===== config.mk =====
export PLATFORM = sky130hd
export DESIGN_NAME = data_bridge
export DESIGN_NICKNAME = d
export VERILOG_FILES = /design/src/rtl/common.sv /design/src/rtl/mem_pkg.sv /design/src/rtl/load_align.sv /design/src/rtl/data_bridge.sv
export SDC_FILE = /design/constraint.sdc
export NUM_CORES = 1
export LEC_CHECK = 0
export ABC_AREA = 1
export BUFFER_PORTS_ARGS = -buffer_cell sky130_fd_sc_hd__buf_2
export CAP_MARGIN = 20
export CORE_MARGIN = 8
export CORE_UTILIZATION = 51
export CTS_CLUSTER_SIZE = 20
export DETAILED_ROUTE_END_ITERATION = 8
export GPL_TIMING_DRIVEN = 0
export PLACE_DENSITY = 0.86
export SYNTH_ARGS = -nofsm -noshare
export SYNTH_HDL_FRONTEND = slang
export SYNTH_SLANG_ARGS = --single-unit

===== constraint.sdc =====
create_clock -name clk -period 2.4 [get_ports clk]
set_clock_uncertainty 0.15 [all_clocks]
set_input_delay 0.48 -clock clk [delete_from_list [all_inputs] [get_ports clk]]
set_output_delay 0.48 -clock clk [all_outputs]
set_load 0.01 [all_outputs]

===== src/rtl/common.sv =====
// Shared datapath-wide type definitions.
package common;

    typedef logic [31:0] word_t;

endpackage


===== src/rtl/mem_pkg.sv =====
// Types and helpers for the datapath-to-SRAM memory bridge.
package mem_pkg;

    import common::*;

    typedef enum logic [1:0] {
        BYTE = 2'd0,
        HALF = 2'd1,
        WORD = 2'd2
    } msize_t;

    typedef enum logic [1:0] {
        StIdle = 2'd0,
        StReq  = 2'd1,
        StWait = 2'd2
    } state_e;

    typedef struct packed {
        logic   valid;
        word_t  addr;
        msize_t size;
        logic   sign_ext;
    } read_req_t;

    typedef struct packed {
        logic       valid;
        word_t      addr;
        msize_t     size;
        word_t      data;
        logic [3:0] strobe;
    } write_req_t;

    // Replicate store data across all byte lanes so the slave can pick the lane from addr.
    function automatic word_t replicate_wdata(input word_t data, input msize_t size);
        case (size)
            BYTE:    return {4{data[7:0]}};
            HALF:    return {2{data[15:0]}};
            default: return data;
        endcase
    endfunction

endpackage


===== src/rtl/load_align.sv =====
// Load data alignment: select byte/halfword by offset and sign- or zero-extend.
module load_align
    import common::*;
    import mem_pkg::*;
(
    input  word_t      rdata,
    input  logic [1:0] offset,
    input  msize_t     size,
    input  logic       sign_ext,
    output word_t      data
);

    logic [7:0]  byte_sel;
    logic [15:0] half_sel;

    // Lane selection followed by extension according to access size.
    always_comb begin
        byte_sel = rdata[7:0];
        unique case (offset)
            2'd0: byte_sel = rdata[7:0];
            2'd1: byte_sel = rdata[15:8];
            2'd2: byte_sel = rdata[23:16];
            2'd3: byte_sel = rdata[31:24];
        endcase
        half_sel = offset[1] ? rdata[31:16] : rdata[15:0];

        data = rdata;
        case (size)
            BYTE:    data = {{24{sign_ext & byte_sel[7]}}, byte_sel};
            HALF:    data = {{16{sign_ext & half_sel[15]}}, half_sel};
            default: data = rdata;
        endcase
    end

endmodule


===== src/rtl/data_bridge.sv =====
// Bridge from datapath load/store requests to an SRAM-like bus, one transaction at a time.
module data_bridge
    import common::*;
    import mem_pkg::*;
(
    input  logic       clk,
    input  logic       reset,
    input  read_req_t  mread,
    input  write_req_t mwrite,
    input  logic       flush_ex,
    output word_t      rd,
    output logic       d_data_ok,
    output logic       data_req,
    output logic       data_wr,
    output logic [1:0] data_size,
    output word_t      data_addr,
    output word_t      data_wdata,
    input  logic       data_addr_ok,
    input  logic       data_data_ok,
    input  word_t      data_rdata
);

    state_e     state_q, state_d;
    logic       req_q, req_d;
    logic       wr_q, wr_d;
    msize_t     size_q, size_d;
    word_t      addr_q, addr_d;
    word_t      wdata_q, wdata_d;
    logic       sign_ext_q, sign_ext_d;
    logic [1:0] offset_q, offset_d;
    logic       kill_q, kill_d;
    logic       ddok_q, ddok_d;
    word_t      rd_q, rd_d;
    word_t      load_data;

    // Byte lanes are implied by size and address on this bus, so strobe is not forwarded.
    logic unused_strobe;
    assign unused_strobe = ^mwrite.strobe;

    load_align u_load_align (
        .rdata    (data_rdata),
        .offset   (offset_q),
        .size     (size_q),
        .sign_ext (sign_ext_q),
        .data     (load_data)
    );

    // Next-state logic: accept, issue, wait for data, with flush handling.
    always_comb begin
        state_d    = state_q;
        req_d      = req_q;
        wr_d       = wr_q;
        size_d     = size_q;
        addr_d     = addr_q;
        wdata_d    = wdata_q;
        sign_ext_d = sign_ext_q;
        offset_d   = offset_q;
        kill_d     = kill_q;
        ddok_d     = 1'b0;
        rd_d       = rd_q;

        unique case (state_q)
            StIdle: begin
                kill_d = 1'b0;
                // The request is still held during the completion pulse; don't take it twice.
                if (!ddok_q && !flush_ex && (mwrite.valid || mread.valid)) begin
                    state_d = StReq;
                    req_d   = 1'b1;
                    if (mwrite.valid) begin
                        wr_d       = 1'b1;
                        addr_d     = mwrite.addr;
                        size_d     = mwrite.size;
                        wdata_d    = replicate_wdata(mwrite.data, mwrite.size);
                        sign_ext_d = 1'b0;
                        offset_d   = mwrite.addr[1:0];
                    end else begin
                        wr_d       = 1'b0;
                        addr_d     = mread.addr;
                        size_d     = mread.size;
                        sign_ext_d = mread.sign_ext;
                        offset_d   = mread.addr[1:0];
                    end
                end
            end
            StReq: begin
                if (data_addr_ok) begin
                    // Once the address is taken the bus transfer must finish; flush only kills it.
                    state_d = StWait;
                    req_d   = 1'b0;
                    kill_d  = kill_q | flush_ex;
                end else if (flush_ex) begin
                    state_d = StIdle;
                    req_d   = 1'b0;
                    kill_d  = 1'b0;
                end
            end
            StWait: begin
                kill_d = kill_q | flush_ex;
                if (data_data_ok) begin
                    state_d = StIdle;
                    kill_d  = 1'b0;
                    if (!(kill_q || flush_ex)) begin
                        ddok_d = 1'b1;
                        if (!wr_q) begin
                            rd_d = load_data;
                        end
                    end
                end
            end
            default: begin
                state_d = StIdle;
                req_d   = 1'b0;
            end
        endcase
    end

    // State and output registers with synchronous reset.
    always_ff @(posedge clk) begin
        if (reset) begin
            state_q    <= StIdle;
            req_q      <= 1'b0;
            wr_q       <= 1'b0;
            size_q     <= BYTE;
            addr_q     <= '0;
            wdata_q    <= '0;
            sign_ext_q <= 1'b0;
            offset_q   <= 2'd0;
            kill_q     <= 1'b0;
            ddok_q     <= 1'b0;
            rd_q       <= '0;
        end else begin
            state_q    <= state_d;
            req_q      <= req_d;
            wr_q       <= wr_d;
            size_q     <= size_d;
            addr_q     <= addr_d;
            wdata_q    <= wdata_d;
            sign_ext_q <= sign_ext_d;
            offset_q   <= offset_d;
            kill_q     <= kill_d;
            ddok_q     <= ddok_d;
            rd_q       <= rd_d;
        end
    end

    assign data_req   = req_q;
    assign data_wr    = wr_q;
    assign data_size  = size_q;
    assign data_addr  = addr_q;
    assign data_wdata = wdata_q;
    assign d_data_ok  = ddok_q;
    assign rd         = rd_q;

endmodule

==> results, run 1 <==
- The biggest area contributor in the post-synthesis netlist is sky130_fd_sc_hd__dfxtp_1.
- The share of the synthesized area in the top cell type is 39.8%.
- The layout overhead on the synthesized area is 30.0%.
- After synthesis, flip-flops and latches occupy 39.8% of the total area.
- The buffers inserted during post-CTS setup optimization is 0.
- The clock tree from TritonCTS is built.
- The global-route wire length before repair is 29500 um.
- The remaining routing DRC violations is 0.
- The most prevalent standard cell on the critical path is sky130_fd_sc_hd__nor2_1.
- The half-perimeter wire length after placement is 14500 um.
- The setup TNS is 0 ns.
- The largest net degree at the start of global routing is 17.
- The quantity of gates resized following cts is 0.
- The critical setup path kind is reg2reg.
- The filler-free cell count of the finished design is 1199.
- Based on the critical path, the design can be clocked at up to 538 MHz.
- Setup violations remaining at the end of the flow were counted as 0.
- The net count after synthesis is 956.
- The signal on the critical path passes through inv_1 -> ha_1 -> nand4_1 -> inv_2 -> buf_2 -> o21ai_0 -> nor2_1 -> nor2_1.
- Subtracting the final worst setup slack from the clock period gives 1.86 ns.
- In this run the worst hold path is classified as in2reg.
- The static power due to leakage is 0.00377 uW.
- In this run, distinct cell masters in the synthesized netlist total 29.
- The post-route clock period utilization is 77.5%.
- The library cell used as clock root buffer is sky130_fd_sc_hd__clkbuf_8.
- After synthesis the cells add up to 0.00528 mm2.
- The critical path's slowest cell is sky130_fd_sc_hd__dfxtp_1.
- The most common cell after layout, fill and taps aside is sky130_fd_sc_hd__buf_2.
- The global-route usage over all layers is 25.6%.
- The floorplan step set the die height to 118 um.
- The run finished with clean final reports.
- The port buffer count is 239.
- In the final layout, the share of cells above drive strength 1 is 27.9%.
- For the worst-skew pair, the clock arrives at the later sink with an insertion delay of 0.35 ns.
- The average wire length per cell after detail routing is 15.2 um.
- The first routing iteration left 549 violations.
- Setup repair after global routing left no endpoint under its margin.
- The chip width is 118 um.
- The area of all placed cells without fillers is 0.00687 mm2.
- The overall routed net length is 18300 um.
- The routed layout has 6083 vias.
- The number of flops mapped to enable cells by yosys is 0.
- The number of standard-cell rows in the floorplan is 37.
- The number of buffers added to fix hold violations after cts is 0.
- In the synthesized netlist the async set-or-reset flop fraction comes to 0%.
- The tree built by TritonCTS fans out to 105 sinks.
- The count of boundary I/O pins is 245.
- For this design the ratio of total power to cell area is 612 mW/mm2.
- The longest clock path from root to sink contains 2 buffers.
- The most used flip-flop cell after synthesis is sky130_fd_sc_hd__dfxtp_1.
- The filler cells instantiated in the layout total 985.
- The flip-flop and latch count after synthesis is 105.
- For this configuration, the core starts out at a cell density of 51.9%.
- For the pin with the worst max-slew slack, the measured transition is 0.485 ns.
- In this run the number of H-tree levels came out at 3.
- The first-pass detailed-route iteration total is 5.
- The delay contributed by the slowest stage of the critical path is 0.35 ns.
- The clock transition at the register clock pins on the worst setup and hold paths after CTS is 0.10 ns.
- The mean area per synthesized cell is 6.54 um2.
- The number of nets with antenna violations after routing is 0.
- The library cells used most frequently in the layout, excluding fill and tap cells, are 255 x sky130_fd_sc_hd__buf_2, 216 x sky130_fd_sc_hd__nand2_1, 113 x sky130_fd_sc_hd__o21ai_0.
- Using the TritonRoute via totals, the vias-per-cell ratio works out to 5.07.
- TritonCTS created 9 clock buffers.
- The post-synthesis cell count is 808.
- The number of nets in the final layout is 1206.
- STA classifies the critical path startpoint as a flip-flop.
- In this run the standard cell core region covers 0.0102 mm2.
- Yosys printed 0 warnings.
- The max-cap violation count is 0.
- The global-route congestion overflow total is 0.
- The maximum vdd drop is 0.362 mV.
- The endpoint kind of the worst setup timing path is a flip-flop.
- The final hold violation count is 0.
- The number of instances in the placed design is 1183.
- Ranked by total cell area, the synthesized netlist is headed by sky130_fd_sc_hd__dfxtp_1 40%, sky130_fd_sc_hd__nand2_1 15%, sky130_fd_sc_hd__o21ai_0 11%, sky130_fd_sc_hd__a21oi_1 6.9%, sky130_fd_sc_hd__nor2_1 6.3%.
- STA puts the critical path data required time at 2.50 ns.
- The count of pins over their slew limit was 0.
- Along the worst path, the maximum fanout reaches 10.
- The relative max-transition margin is 67.6%.
- The die footprint is 0.0139 mm2.
- The area after detailed placement is 0.00665 mm2.
- The via count of the first global-routing pass is 6048.
- The number of antenna violations at the first check in global routing was 1.
- The data arrival at the endpoint of the critical path is 1.96 ns.
- The congestion estimate from routability-driven global placement came to 0.959.
[where the power goes]
part,internal (uW),leakage [uW],switching [uW],total [uW]
combinational,393,0.00280,630,1020
sequential,1880,0.000858,79.4,1960
clock,616,0.000110,602,1220
[layer usage]
metal | part of all wire, % | global-route usage [%] | vias to the layer above
li1 | - | - | 3067
met1 | 42 | 30.1 | 2701
met2 | 47 | 43.6 | 292
met3 | 9.3 | 8.01 | 23
met4 | 1.9 | 8.25 | 0
met5 | 0 | 0 | -
[Yosys cell counts (4+ instances only)]
library cell,number
sky130_fd_sc_hd__o21ai_0,113
sky130_fd_sc_hd__a21oi_1,73
sky130_fd_sc_hd__inv_1,85
sky130_fd_sc_hd__clkbuf_1,18
sky130_fd_sc_hd__nor2_1,88
sky130_fd_sc_hd__o21a_1,16
sky130_fd_sc_hd__o211ai_1,6
sky130_fd_sc_hd__ha_1,4
sky130_fd_sc_hd__dfxtp_1,105
sky130_fd_sc_hd__nand2_1,216
sky130_fd_sc_hd__clkbuf_2,5
sky130_fd_sc_hd__nand3_1,32
sky130_fd_sc_hd__buf_4,8
sky130_fd_sc_hd__buf_2,16
[through the flow]
step / setup slack, ns / power [uW] / utilization, % / hold slack [ns]
final: 0.541 / 4200 / 67.5 / 0.231
after global routing: 0.413 / 4440 / 67.4 / 0.209
after CTS: 0.565 / 4220 / 67.4 / 0.215
after detailed placement: 0.408 / 3010 / 65.3 / 0.283
after global placement: 0.450 / 3000 / 65.3 / 0.279
after floorplan: 0.828 / 2580 / - / 0.318
[registers in the layout (all words and copies together) (netlist names), 2 cells and up]
name        count
rd             32
data_size       2
data_addr      32
state_q         2
data_wdata     32
[worst max-delay path: cells and delay by family (launching register included)]
family,cells,cell delay [ns]
adder cells (fa/ha/maj),1,0.20
flip-flops,1,0.35
buffers and inverters,3,0.56
AND/OR/NAND/NOR,3,0.38
AO/OA/AOI/OAI,1,0.12
[final cells by class]
type / count / area (um2) / share of cell area (%)
antenna: 1 / 2.50 / 0.0364
clock buffer: 11 / 141 / 2.06
timing repair buffer: 239 / 1200 / 17.4
sequential: 105 / 2100 / 30.6
buffer: 50 / 267 / 3.88
inverter: 90 / 340 / 4.95
clock inverter: 4 / 77.6 / 1.13
multi-input combinational: 563 / 2570 / 37.5
tap: 136 / 170 / 2.48
[logic make-up (layout without fill, tap and decap cells)]
group | after synthesis | after routing | synth area share (%)
AOI/OAI and AO/OA | 214 | 214 | 21.8
adders and majority gates | 4 | 4 | 0.947
buffers and inverters | 140 | 394 | 11.5
DFF | 105 | 105 | 39.8
other | 0 | 1 | 0
and+or+nand+nor | 345 | 345 | 26.0
[final timing paths]
path	slack [ns]	startpoint	depth (start not counted)	endpoint
max	0.54	state_q[0]	8	rd[6]
min	0.23	data_data_ok	3	d_data_ok
max reg2reg	0.54	state_q[0]	8	rd[6]
min reg2reg	0.29	data_addr[31]	2	data_addr[31]
No activity file was read; power rests on OpenSTA's default activity.
==> run 2: changes to the inputs <==
ABC_AREA = 0   (was 1)
CORE_UTILIZATION = 42   (was 51)
PLACE_DENSITY = 0.77   (was 0.86)
clock period = 1.66 ns   (was 2.4 ns; I/O delays follow)
==> run 2 against run 1 <==
The flow now finishes with violations (negative setup slack). Die area increased by 11%. Worst hold slack got worse by 0.12 ns. Global-route usage decreased by 3.1 points. Critical endpoint is now rd[31]. Largest power group unchanged. Highest routed layer is now met5.
==> results, run 2 <==
- The flip-flop and latch count after synthesis came to 105 (unchanged).
- From synthesis to final layout, the design area changed by 53.3%.
- The average wire length per cell after detail routing is 19.2 um (+26%).
- The static power due to leakage was 0.00333 uW (-12%).
- The cell area after synthesis came to 0.00490 mm2 (-7.3%).
- The share of total power in sequential cells came to 37.9% (-8.8 points).
- The post-synthesis cell type count is 39 (+34%).
- The count of pins over their slew limit is 0 (unchanged).
- The maximum vdd drop came to 0.623 mV (+72%).
- The post-route clock period utilization is 110% (+32 points).
- The delay contributed by the slowest stage of the critical path is 0.56 ns (+0.21 ns).
- The chip width is 124 um (+5.3%).
- The share of total power consumed by net switching is 34.6% (+3.4 points).
- The flow ran to the end, but the final reports show violations.
- The power density over cell area was 1070 mW/mm2 (+76%).
- The number of antenna violations at the first check in global routing is 3 (+2).
- The half-perimeter wire length after placement is 13700 um (-5.7%).
- The setup path with the least slack is of type reg2reg.
- Leaving out fill and tap cells, the most frequent cell in the layout is sky130_fd_sc_hd__buf_2.
- The height of the die came to 124 um (+5.3%).
- The pin slew with the least headroom to its limit is 0.834 ns (+0.349 ns).
- The clock sink count came to 105 (unchanged).
- The via-per-instance ratio is 5.44 (+7.2%).
- The count of boundary I/O pins is 245 (unchanged).
- The remaining routing DRC violations is 0 (unchanged).
- In the synthesized netlist the dominant register cell turns out to be sky130_fd_sc_hd__dfxtp_1.
- The data arrival at the endpoint of the critical path is 1.86 ns (-0.10 ns).
- The global-route usage over all layers is 22.5% (-3.1 points).
- The number of nets with antenna violations after routing is 0 (unchanged).
- The count of warnings emitted by yosys is 0 (unchanged).
- The clock share of power is 24.7% (-4.3 points).
- The endpoint kind of the worst setup timing path is a flip-flop.
- The initial cell density of the core is 42.9% (-9.0 points).
- The proportion of power drawn by combinational gates came to 37.4% (+13 points).
- STA classifies the critical path startpoint as a flip-flop.
- The maximum fanout along the worst path is 6 (-4).
- The area of all placed cells without fillers is 0.00751 mm2 (+9.3%).
- The relative max-transition margin is 44.4% (-23 points).
- The mean area per synthesized cell was 8.58 um2 (+31%).
- The critical path required time came to 1.70 ns (-0.80 ns).
- The library cells used most frequently in the layout, excluding fill and tap cells, are 244 x sky130_fd_sc_hd__buf_2, 101 x sky130_fd_sc_hd__dfxtp_1, 68 x sky130_fd_sc_hd__nor2_1.
- Setup repair after global routing could not meet its margin everywhere.
- The port buffer count came to 237 (-0.84%).
- The final core utilization is 65.8% (-1.7 points).
- The number of flops mapped to enable cells by yosys came to 0 (unchanged).
- The overall routed net length is 19000 um (+3.9%).
- The shortest clock period the worst path allows after layout came to 1.82 ns (-0.0357 ns).
- The total number of H-tree levels was 3 (unchanged).
- Among all stages on the critical path, the largest delay is contributed by sky130_fd_sc_hd__mux4_2.
- In the post-synthesis netlist, the biggest area contributors are sky130_fd_sc_hd__dfxtp_1 43%, sky130_fd_sc_hd__mux2i_1 12%, sky130_fd_sc_hd__a211oi_1 11%, sky130_fd_sc_hd__nor2_1 7.1%, sky130_fd_sc_hd__nand2_1 5.1%.
- The number of standard-cell rows in the floorplan was 39 (+5.4%).
- The highest achievable clock rate is 548 MHz (+2.0%).
- The number of DRC markers after the initial detailed-route iteration is 306 (-44%).
- The final-report setup violation count came to 47 (+47).
- The overall via count from detail_route is 5374 (-12%).
- The part of the Yosys area used for sequential elements is 42.9% (+3.1 points).
- The routability congestion estimate is 0.942 (-1.8%).
- The via count of the first global-routing pass is 5222 (-14%).
- The share of the synthesized area in the top cell type is 42.9% (+3.1 points).
- The number of nets in the final layout is 988 (-18%).
- The global-route wire length before repair came to 26900 um (-8.8%).
- The fraction of final layout cells with drive strength greater than 1 is 47.9% (+20 points).
- sky130_fd_sc_hd__dfxtp_1 takes more of the synthesized area than any other cell.
- The area after detailed placement is 0.00630 mm2 (-5.3%).
- The cell sitting at the root of the clock tree is a sky130_fd_sc_hd__clkbuf_16.
- The net count after synthesis is 719 (-25%).
- The largest net degree at the start of global routing is 17 (unchanged).
- The clock network latency to the later pin of the worst-skew pair came to 0.34 ns (about the same).
- The signal on the critical path passes through mux4_2 -> o2bb2ai_4 -> a21oi_4 -> buf_12 -> a211oi_2.
- The maximum buffer depth of the clock tree is 2 (unchanged).
- By count the netlist is led by 105 x sky130_fd_sc_hd__dfxtp_1, 92 x sky130_fd_sc_hd__nor2_1, 72 x sky130_fd_sc_hd__a211oi_1.
- The worst path setup slack after routing is -0.163 ns (-0.704 ns).
- The internal cell power came to 5280 uW (+83%).
- The most common cell in the netlist is sky130_fd_sc_hd__dfxtp_1.
- The switching power of the nets came to 2790 uW (+110%).
- The die footprint is 0.0154 mm2 (+11%).
- The number of buffers inserted during clock tree synthesis is 9 (unchanged).
- The worst hold-check path type is in2reg.
- The global-route congestion overflow total is 0 (unchanged).
- The clock tree from TritonCTS is built.
- The share of async-settable or async-resettable flops after synthesis is 0% (unchanged).
- The clock transition at the register clock pins on the worst setup and hold paths after CTS is 0.07 ns (-0.03 ns).
- The post-synthesis cell count is 571 (-29%).
- The final hold violation count is 0 (unchanged).
- The max-cap violation count is 0 (unchanged).
- The final reports fail on negative setup slack.
- The first-pass detailed-route iteration total is 5 (unchanged).
- The area inside the core boundary is 0.0114 mm2 (+12%).
-- run 2: cell families after synthesis --
logic type | count (synthesis) | synth area share (%)
fa+ha+maj | 4 | 1.02
mux | 59 | 12.3
simple gates | 191 | 16.5
compound gates | 158 | 22.6
buf+inv | 54 | 4.68
flops | 105 | 42.9
-- run 2: worst paths after layout --
check                      start              to  slack [ns]  cells after the start
setup / recovery    data_addr[1]          rd[31]       -0.16                      5
hold reg to reg   data_wdata[26]  data_wdata[26]        0.30                      2
hold / removal    data_rdata[19]          rd[19]        0.11                      3
setup reg to reg    data_addr[1]          rd[31]       -0.16                      5
-- run 2: final cells by class --
class	instances	area, um2
diodes	1	2.50
plain buffers	45	319
clock buffers	11	243
clock inverters	4	30.0
fillers	984	3910
inverters	5	25.0
multi-input cells	413	3110
flip-flops and latches	105	2110
well taps	143	179
repair buffers	261	1490
-- run 2: power groups by stage --
stage | clock [uW] | combinational (uW) | sequential (uW)
6_report | 2000 | 3010 | 3060
5_1_grt | 2130 | 3220 | 3100
4_1_cts | 2030 | 2390 | 3000
3_5_place_dp | 0 | 2110 | 3060
3_3_place_gp | 0 | 2090 | 3050
2_1_floorplan | 0 | 1160 | 3180
-- run 2: stage by stage --
step / setup TNS, ns / instances / hold WS (ns) / power [uW] / setup slack [ns]
detailed placement: -36.16 / 951 / 0.293 / 5170 / -0.481
global placement: -34.37 / 951 / 0.290 / 5140 / -0.472
floorplan: -2.81 / 571 / 0.318 / 4340 / -0.180
finish: -3.96 / 988 / 0.109 / 8070 / -0.163
CTS: -4.81 / 981 / 0.0990 / 7420 / -0.214
global route: -6.24 / 988 / 0.107 / 8450 / -0.210
-- run 2: what timing repair did --
item	in CTS	in global routing
pin swaps	8	40
resized for setup	55	139
cloned	4	4
hold buffers	0	0
setup endpoints to repair	101	94
setup buffers	13	4
-- run 2: per-layer routing --
metal	vias up	part of all wire (%)	GRT usage, %	wire, um
met5	-	0.11	0	20
met4	4	2.1	8.55	390
met3	26	8.8	5.67	1660
met2	226	50	39.3	9540
met1	2532	39	26.1	7350
li1	2586	-	-	-
-- run 2: worst max-delay path, delay by kind of cell (launching register included) --
family	cells	cell delay, ns
AO/OA/AOI/OAI	3	0.43
buffers and inverters	1	0.16
flip-flops	1	0.37
multiplexers	1	0.56
==> run 3: changes to the inputs <==
ABC_AREA = 1   (was 0)
CORE_UTILIZATION = 43   (was 42)
PLACE_DENSITY = 0.78   (was 0.77)
==> run 3 against run 2 <==
The run still ends with negative setup slack left. Critical path type unchanged. Global-route usage rose by 0.37 points. Critical endpoint is now data_wdata[27]. Design area is 2.5% lower. Core utilization shrank 4.8 points. First-iteration DRC count up 36%.
==> results, run 3 (synthesis results as in run 1) <==
- The share of total power consumed by net switching is 30.9% (-3.7 points).
- The proportion of power drawn by combinational gates is 24.4% (-13 points).
- The delay contributed by the slowest stage of the critical path is 0.34 ns (-0.22 ns).
- The capturing instance or port of the critical path is data_wdata[27].
- The worst setup path is captured at a flip-flop.
- The critical setup path kind is reg2reg.
- The post-route clock period utilization came to 100% (-9.4 points).
- The number of nets in the final layout came to 1220 (+23%).
- The max-cap violation count came to 0 (unchanged).
- The initial cell density of the core is 44.0% (+1.1 points).
- The type of element launching the critical path is a flip-flop.
- The clock network latency to the later pin of the worst-skew pair is 0.34 ns (about the same).
- The final-report setup violation count is 1 (-98%).
- The average wire length per cell after detail routing is 15.9 um (-17%).
- The library cell used as clock root buffer is sky130_fd_sc_hd__clkbuf_16.
- The half-perimeter wire length after placement was 14900 um (+8.7%).
- The via count of the first global-routing pass is 5944 (+14%).
- The fraction of final layout cells with drive strength greater than 1 is 31.3% (-17 points).
- The number of buffers inserted during clock tree synthesis was 9 (unchanged).
- The total power is 6720 uW (-17%).
- The number of standard-cell rows in the floorplan is 40 (+2.6%).
- The number of buffers added to fix hold violations after cts is 0 (unchanged).
- The slowest stage of the critical path is the sky130_fd_sc_hd__dfxtp_2 cell.
- The power density over cell area was 918 mW/mm2 (-15%).
- The number of nets with antenna violations after routing is 0 (unchanged).
- The combined buffer and inverter count along the critical path is 3 (+2).
- The critical register-to-register path startpoint is state_q[0].
- Setup repair after global routing could not meet its margin everywhere.
- The final hold violation count is 0 (unchanged).
- The routability congestion estimate came to 0.900 (-4.4%).
- The first element of the critical path is state_q[0].
- The global-route congestion overflow total is 0 (unchanged).
- The flop-to-flop setup slack came to -0.007 ns (+0.16 ns).
- The clock share of power is 33.3% (+8.6 points).
- Leaving out fill and tap cells, the most frequent cell in the layout is sky130_fd_sc_hd__buf_2.
- The number of instances in the placed design is 1194 (+26%).
- The data arrival at the endpoint of the critical path was 1.80 ns (-0.06 ns).
- The overall routed net length came to 19500 um (+2.8%).
- The top cell types in the final layout, fill and taps aside, are 247 x sky130_fd_sc_hd__buf_2, 216 x sky130_fd_sc_hd__nand2_1, 108 x sky130_fd_sc_hd__o21ai_0.
- The layout overhead on the synthesized area is 38.5%.
- The internal cell power is 4650 uW (-12%).
- The critical path required time is 1.79 ns (+0.09 ns).
- The maximum vdd drop is 0.473 mV (-24%).
- The area of all placed cells without fillers came to 0.00732 mm2 (-2.5%).
- The endpoint identified for the worst register-to-register timing path is data_wdata[27].
- The logic depth of the worst register-to-register path is 8 (+3).
- The maximum fanout along the worst path was 10 (+4).
- The clock sink count is 105 (unchanged).
- The largest net degree at the start of global routing came to 18 (+1).
- The shortest clock period the worst path allows after layout was 1.67 ns (-0.156 ns).
- The count of boundary I/O pins is 245 (unchanged).
- The share of total power in sequential cells is 42.3% (+4.4 points).
- The worst hold-check path type is in2reg.
- The via-per-instance ratio was 5.06 (-6.9%).
- The filler-free cell count of the finished design is 1224 (+24%).
- The most prevalent standard cell on the critical path is sky130_fd_sc_hd__buf_6.
- The count of antenna diodes in the layout is 0 (-1).
- The pin slew with the least headroom to its limit came to 0.545 ns (-0.290 ns).
- The worst path setup slack after routing was -0.00707 ns (+0.156 ns).
- The family with the most delay on the worst path is simple AND/OR/NAND/NOR gates.
- The global-route usage over all layers came to 22.9% (+0.37 points).
- The count of pins over their slew limit is 0 (unchanged).
- The static power due to leakage is 0.00392 uW (+18%).
- The maximum buffer depth of the clock tree is 2 (unchanged).
- The number of antenna violations at the first check in global routing is 2 (-1).
- The tightest hold margin is 0.0921 ns (-0.0171 ns).
- The global-route wire length before repair is 29700 um (+10%).
- The total number of H-tree levels is 3 (unchanged).
- The final reports fail on negative setup slack.
- The logic depth of the worst setup path including buffers is 8 (+3).
- The area after detailed placement is 0.00666 mm2 (+5.8%).
- The height of the die came to 127 um (+2.3%).
- The highest achievable clock rate is 600 MHz (+9.4%).
- The die footprint was 0.0161 mm2 (+4.7%).
- The relative max-transition margin was 63.7% (+19 points).
- The first-pass detailed-route iteration total is 5 (unchanged).
- The port buffer count is 239 (+0.84%).
- The clock transition at the register clock pins on the worst setup and hold paths after CTS is 0.07 ns (about the same).
- The overall via count from detail_route is 6198 (+15%).
- The number of inserted filler cells in the final layout is 1164 (+18%).
- The switching power of the nets is 2070 uW (-26%).
- The flow ran to the end, but the final reports show violations.
- The number of DRC markers after the initial detailed-route iteration is 415 (+36%).
- The area inside the core boundary is 0.0120 mm2 (+5.2%).
- The clock tree from TritonCTS is built.
- The chip width is 127 um (+2.3%).
- The remaining routing DRC violations is 0 (unchanged).
- The critical path goes through inv_4 -> ha_4 -> o211ai_4 -> nor2_4 -> buf_6 -> buf_6 -> o21ai_0 -> nor2_1.
## run 3: tightest hold or removal path, delay by kind of cell
family,cells,cell delay [ns]
simple gates,2,0.13
buf+inv,1,0.10
## run 3: metal layers
layer	GRT usage [%]	vias up	wire length, um
met4	7.21	4	346
met2	38.0	281	9120
met3	9.89	31	2210
met1	25.9	2774	7790
met5	0	-	22
li1	-	3108	-
## run 3: power by group through the flow
stage	Clock [uW]	Combinational (uW)	Sequential, uW
after CTS	2260	1540	2840
after global placement	0	1460	2880
after global routing	2370	1810	2860
after floorplan	0	755	2970
final	2240	1640	2840
after detailed placement	0	1480	2890
## run 3: timing repair
item | 4_1_cts | 5_1_grt
endpoints found under the setup margin | 84 | 64
cloned | 1 | 1
gates resized for setup | 22 | 49
buffers inserted | 4 | 9
pin swaps | 3 | 6
## run 3: per-stage QoR
step                TNS (ns)  worst slack, ns  util (%)
global route          -0.339          -0.0626      60.9
floorplan                  0            0.139         -
global placement       -7.01           -0.178      55.5
finish              -0.00707         -0.00707      60.9
CTS                 -0.00435         -0.00435      59.0
detailed placement     -7.55           -0.172      55.5
## run 3: layout make-up
cell class	count	area, um2	area share [%]
buffer	49	348	4.75
clock buffer	11	253	3.45
clock inverter	5	61.3	0.838
inverter	90	348	4.75
multi-input combinational	564	2680	36.7
sequential	105	2110	28.8
tap	147	184	2.51
timing repair buffer	253	1330	18.2
## run 3: worst min-delay path by stage
| stage | startpoint | end | slack, ns | depth (start not counted) |
|---|---|---|---|---|
| floorplan | reset | data_wr | 0.25 | 1 |
| global placement | data_addr[7] | data_addr[7] | 0.28 | 2 |
| detailed placement | data_addr[7] | data_addr[7] | 0.28 | 2 |
| CTS | mwrite[4] | data_wdata[0] | 0.08 | 3 |
| global route | mwrite[4] | data_wdata[0] | 0.09 | 3 |
| finish | mwrite[4] | data_wdata[0] | 0.09 | 3 |
